**src/rtl/serial_frame_tx.sv**
```systemverilog
// serial_frame_tx: parallel-to-serial frame transmitter.
// Frame = start bit (0), DATA_W data bits LSB first, optional even parity
// bit, stop bit (1). Each bit is held CLKS_PER_BIT clk cycles.
// All state updates on the falling edge of clk; rst is asynchronous, active high.
// Optional feature macro: SERIAL_FRAME_TX_PARITY_EN (adds the PARITY state
// and an even-parity bit between the data and stop bits).
//
// Handshake: a word is accepted at a falling edge where in_valid && in_ready.
// in_ready is high only in IDLE; in_valid and data_in are ignored otherwise.
// o_dbg_state mirrors the FSM state register for observation.
module serial_frame_tx #(
    parameter int DATA_W       = 8,
    parameter int CLKS_PER_BIT = 4
) (
    input  logic              clk,
    input  logic              rst,
    input  logic [DATA_W-1:0] data_in,
    input  logic              in_valid,
    output logic              in_ready,
    output logic              tx,
    output logic              busy,
    output logic              done,
    output logic [2:0]        o_dbg_state
);

    localparam int CYC_W = (CLKS_PER_BIT > 1) ? $clog2(CLKS_PER_BIT) : 1;
    localparam int BIT_W = (DATA_W > 1) ? $clog2(DATA_W) : 1;
    localparam logic [CYC_W-1:0] CYC_LAST = CYC_W'(CLKS_PER_BIT - 1);
    localparam logic [BIT_W-1:0] BIT_LAST = BIT_W'(DATA_W - 1);

`ifdef SERIAL_FRAME_TX_PARITY_EN
    typedef enum logic [2:0] {
        S_IDLE   = 3'd0,
        S_START  = 3'd1,
        S_DATA   = 3'd2,
        S_PARITY = 3'd3,
        S_STOP   = 3'd4
    } state_t;
`else
    typedef enum logic [2:0] {
        S_IDLE   = 3'd0,
        S_START  = 3'd1,
        S_DATA   = 3'd2,
        S_STOP   = 3'd4
    } state_t;
`endif

    state_t             r_state;
    state_t             w_state_next;
    logic [CYC_W-1:0]   r_cyc;
    logic [CYC_W-1:0]   w_cyc_next;
    logic [BIT_W-1:0]   r_bit;
    logic [BIT_W-1:0]   w_bit_next;
    logic [DATA_W-1:0]  r_shift;
    logic [DATA_W-1:0]  w_shift_next;
    logic               r_tx;
    logic               w_tx_next;
    logic               r_done;
    logic               w_done_next;
    logic               w_cyc_tick;
    logic               w_accept;

`ifdef SERIAL_FRAME_TX_PARITY_EN
    logic               r_parity;
`endif

    assign w_cyc_tick = (r_cyc == CYC_LAST);
    assign w_accept   = (r_state == S_IDLE) && in_valid;

    // State, counters, shift register and registered tx/done.
    always_ff @(negedge clk or posedge rst) begin
        if (rst) begin
            r_state <= S_IDLE;
            r_cyc   <= '0;
            r_bit   <= '0;
            r_shift <= '0;
            r_tx    <= 1'b1;
            r_done  <= 1'b0;
        end else begin
            r_state <= w_state_next;
            r_cyc   <= w_cyc_next;
            r_bit   <= w_bit_next;
            r_shift <= w_shift_next;
            r_tx    <= w_tx_next;
            r_done  <= w_done_next;
        end
    end

`ifdef SERIAL_FRAME_TX_PARITY_EN
    // Parity of the whole word is captured at the handshake, since the
    // shift register is consumed while the data bits go out.
    always_ff @(negedge clk or posedge rst) begin
        if (rst) begin
            r_parity <= 1'b0;
        end else if (w_accept) begin
            r_parity <= ^data_in;
        end
    end
`endif

    // Next-state logic; tx_next is the line value for the state being entered,
    // so tx comes straight from a flop and changes exactly at the state edge.
    always_comb begin
        w_state_next = r_state;
        w_bit_next   = r_bit;
        w_shift_next = r_shift;
        w_tx_next    = r_tx;
        w_done_next  = 1'b0;
        w_cyc_next   = '0;

        case (r_state)
            S_IDLE: begin
                w_tx_next = 1'b1;
                if (w_accept) begin
                    w_state_next = S_START;
                    w_shift_next = data_in;
                    w_tx_next    = 1'b0;
                end
            end
            S_START: begin
                if (w_cyc_tick) begin
                    w_state_next = S_DATA;
                    w_tx_next    = r_shift[0];
                end
            end
            S_DATA: begin
                if (w_cyc_tick) begin
                    if (r_bit == BIT_LAST) begin
`ifdef SERIAL_FRAME_TX_PARITY_EN
                        w_state_next = S_PARITY;
                        w_tx_next    = r_parity;
`else
                        w_state_next = S_STOP;
                        w_tx_next    = 1'b1;
`endif
                    end else begin
                        w_bit_next   = r_bit + 1'b1;
                        w_shift_next = r_shift >> 1;
                        w_tx_next    = w_shift_next[0];
                    end
                end
            end
`ifdef SERIAL_FRAME_TX_PARITY_EN
            S_PARITY: begin
                if (w_cyc_tick) begin
                    w_state_next = S_STOP;
                    w_tx_next    = 1'b1;
                end
            end
`endif
            S_STOP: begin
                if (w_cyc_tick) begin
                    w_state_next = S_IDLE;
                    w_tx_next    = 1'b1;
                    w_done_next  = 1'b1;
                end
            end
            default: begin
                w_state_next = S_IDLE;
                w_tx_next    = 1'b1;
            end
        endcase

        // Both counters restart on any state change; the cycle counter
        // wraps at the end of each bit period and rests at 0 in IDLE.
        if (w_state_next != r_state) begin
            w_cyc_next = '0;
            w_bit_next = '0;
        end else if (r_state == S_IDLE || w_cyc_tick) begin
            w_cyc_next = '0;
        end else begin
            w_cyc_next = r_cyc + 1'b1;
        end
    end

    assign tx          = r_tx;
    assign done        = r_done;
    assign busy        = (r_state != S_IDLE);
    assign in_ready    = (r_state == S_IDLE);
    assign o_dbg_state = r_state;

endmodule

```
**config.mk**
```make
export PLATFORM = sky130hd
export DESIGN_NAME = serial_frame_tx
export DESIGN_NICKNAME = d
export VERILOG_FILES = /design/src/rtl/serial_frame_tx.sv
export SDC_FILE = /design/constraint.sdc
export NUM_CORES = 1
export LEC_CHECK = 0
export ABC_AREA = 0
export CORE_MARGIN = 2
export CORE_UTILIZATION = 50
export DETAILED_ROUTE_END_ITERATION = 8
export PLACE_DENSITY = 0.79
export RECOVER_POWER = 100
export SLEW_MARGIN = 20
export SYNTH_ARGS = -nofsm -noshare
export SYNTH_HDL_FRONTEND = slang
export SYNTH_SLANG_ARGS = --single-unit
```
**constraint.sdc**
```tcl
create_clock -name clk -period 2.5 [get_ports clk]
set_input_delay 0.5 -clock clk [delete_from_list [all_inputs] [get_ports clk]]
set_output_delay 0.5 -clock clk [all_outputs]
set_load 0.02 [all_outputs]
```
# == Word-level counts from Yosys, hierarchy flattened ==
# Cells that the tools add are included.
# word_totals
register_bits,18
in_bits,11
out_inout_bits,7
# classes
add_sub_neg,2
eq_ne,12
mux,24
n_reduce_logical,10
# op_table
cell,n
2-to-1 mux 3 bit,9
2-to-1 mux 8 bit,3
case mux 8 bit (2 select lines),1
case mux 3 bit (4 select lines),1
"!= test 2 bit, second input constant",4
2-to-1 mux 1 bit,7
"equality test 3 bit, second input constant",2
AND reduction 3 bit,2
nonzero test 2 bit,3
2-to-1 mux 2 bit,2
"!= test 2 x 1 -> 1 bit, second input constant",2
case mux 1 bit (4 select lines),1
AND reduction 4 bit,1
"adder 3 x 1 -> 3 bit, second input constant",1
"equality test 3 x 1 -> 1 bit, second input constant",1
"equality test 3 x 2 -> 1 bit, second input constant",1
logical NOT 3 bit,1
!= test 3 bit,1
nonzero test 3 bit,1
"adder 2 x 1 -> 2 bit, second input constant",1
"equality test 2 bit, second input constant",1
logical AND 1 bit,1
logical OR 1 bit,1

# == Depth between registers and ports, before layout ==
# depth
ltp_word,7
depth_mapped,7
depth_no_buf,6

==> impl_metrics.env <==
export IMPL_die_x_microns=47.21
export IMPL_yosysUniqueCellTypes=32
export IMPL_cp_start_kind="flop"
export IMPL_regToRegSetupSlack_ps=590
export IMPL_relSlewSlack_pct=63.05
export IMPL_io_buffers=17
export IMPL_skew_ps=52.08
export IMPL_grt_first_pass_wirelength_microns=2877
export IMPL_clkTransAtPathRegs_ps=70
export IMPL_gp_congestion=0.7718
export IMPL_power_leakage_uw=0.0005474
export IMPL_grt_ovfl_total=0
export IMPL_dieHeight_microns=47.21
export IMPL_hold_buffers=0
export IMPL_hp_class="reg -> reg"
export IMPL_initialDrtViolationCount=16
export IMPL_cp_required_ps=2000
export IMPL_ant_nets=0
export IMPL_synth_area_per_cell_sq_um=9.930
export IMPL_numClockSinks=18
export IMPL_clock_latency_ps=330
export IMPL_wl_per_cell_microns=11.49
export IMPL_cts_tree="built"
export IMPL_synth_async_reset_ratio_pct=100.0
export IMPL_antenna_found_initial=0
export IMPL_grt_pass1_vias=674
export IMPL_dieArea_sq_um=2228
export IMPL_final_cell_mix="dfrtn_1 (17), nor2_1 (14), mux2i_1 (11)"
export IMPL_nNetsFinal=136
export IMPL_cap_violations=0
export IMPL_grtUsageTotal_pct=18.44
export IMPL_synth_edf_count=0
export IMPL_busiest_layer="met2"
export IMPL_power_density_nw_per_um2=965.2
export IMPL_final_hold_viol_count=0
export IMPL_synth_fp_nets=108
export IMPL_cts_root_buf="clkbuf_4"
export IMPL_setup_tns_ps=-1504
export IMPL_final_util_pct=68.96
export IMPL_synth_warnings=0
export IMPL_num_rows=15
export IMPL_dpl_hpwl_microns=1362
export IMPL_crit_type="reg -> out"
export IMPL_tightest_slew_ps=554.3
export IMPL_drt_pass1_iter_count=4
export IMPL_setup_slack_ps=-300.3
export IMPL_holdWs_ps=374.4
export IMPL_critical_path_arrival_ps=2300
export IMPL_drive_above_1_share_pct=18.18
export IMPL_final_common_cell="dfrtn_1"
export IMPL_synthFlopType="dfrtn_1"
export IMPL_crit_path_end_kind="output port"
export IMPL_synth_area_sq_um=933.4
export IMPL_met2_usage_pct=32.60
export IMPL_finalPower_uw=1162
export IMPL_outcome="finished, violations left"
export IMPL_worstPathMaxFanout=2
export IMPL_syn_inst=94
export IMPL_htreeDepth=1
export IMPL_clock_path_buffers=2
export IMPL_violations="negative setup slack"
export IMPL_numCtsBuffers=3
export IMPL_num_io_pins=18
export IMPL_drv_slew=0
export IMPL_vdd_drop_max_mv=0.4830
export IMPL_initial_core_util_pct=53.48
export IMPL_ys_ff_latch=18
export IMPL_grt_start_max_net_pins=14
export IMPL_finalSetupViolCount=7
export IMPL_rsz0062_at_grt="true"
export IMPL_met3_usage_pct=2.308
export IMPL_vias=753
export IMPL_drc=0
export IMPL_core_region_area_sq_um=1745
export IMPL_use_met1_pct=23.73
export IMPL_wirelength_microns=1677
export IMPL_antenna_cells=0
export IMPL_syn2layout_area_growth_pct=28.95
export IMPL_synth_seq_area_share_pct=48.39
export IMPL_vias_per_cell=5.158
## stage by stage
stage	setup WS [ps]	cells	cell area (sq um)
2_1_floorplan	-318.8	94	959.7
3_3_place_gp	-435.8	140	1192
3_5_place_dp	-468.9	140	1192
4_1_cts	-309.0	146	1227
5_1_grt	-345.9	146	1204
6_report	-300.3	146	1204
## per-layer routing
layer	share of wire [%]	up-vias
li1	-	385
met1	45	347
met2	51	17
met3	2.7	4
met4	1.1	0
met5	0	-
## synthesized netlist by cell type (2+ instances only)
library cell,count,area (sq um)
a21oi_1,9,45.04
inv_1,5,18.77
clkbuf_1,2,7.510
xor2_1,2,17.52
nor3_1,2,10.01
nand2b_1,2,12.51
a31oi_1,2,12.51
o21ai_0,2,10.01
mux2i_1,11,110.1
ha_1,3,37.54
nor4b_1,2,17.52
nand2_1,2,7.510
buf_2,2,10.01
dfrtn_1,17,425.4
nor2_1,14,52.55
## worst paths after layout
path,to,cells after the start,from
min in group asynchronous,r_cyc[0]$_DFF_NP0_,2,rst
hold / removal,r_cyc[0]$_DFF_NP0_,1,r_cyc[0]$_DFF_NP0_
setup / recovery,busy,3,o_dbg_state[0]$_DFF_NP0_
setup reg to reg,r_bit[2]$_DFFE_NP0P_,5,r_cyc[0]$_DFF_NP0_
hold reg to reg,r_cyc[0]$_DFF_NP0_,1,r_cyc[0]$_DFF_NP0_
max in group asynchronous,o_dbg_state[1]$_DFF_NP0_,3,rst
## flip-flops by register name, indices dropped and copies added, names as in the netlist
| name | count |
|---|---|
| done | 1 |
| o_dbg_state | 3 |
| r_bit | 3 |
| r_cyc | 2 |
| r_shift | 8 |
| tx | 1 |
## worst max-delay path, cell delays in order (launching register included)
cell and delay, ps:
dfrtn_1 380, nor3_4 210, inv_2 50, buf_6 120
## where the power goes
| part | total (uW) | switching [uW] | internal [uW] |
|---|---|---|---|
| clock | 147 | 86.6 | 60.0 |
| combinational | 541 | 290 | 251 |
| sequential | 474 | 65.9 | 408 |
## cells by family (layout without fill, tap and decap cells)
group	Yosys count	after routing	share of synthesized area, %
adders and majority gates	3	3	4.022
DFF	18	18	48.39
buffers and inverters	11	38	5.094
muxes	11	11	11.80
and+or+nand+nor	31	31	17.43
xor gates and xnor gates	2	2	1.877
AOI/OAI and AO/OA	18	18	11.39
## repair_timing
action | CTS | global route
pin swaps | 2 | 0
buffers inserted | 2 | 0
setup endpoints to repair | 19 | 7
resized for setup | 39 | 0
## area by class of cell
class                           instances  area [sq um]
Tap cell                               25         31.28
Clock buffer                            3         22.52
Inverter                                5         18.77
Timing Repair Buffer                   28         226.5
Fill cell                             140         541.8
Clock inverter                          2         7.507
Sequential cell                        18         451.7
Multi-Input combinational cell         65         445.4
Power figures use the tool's default switching activity.
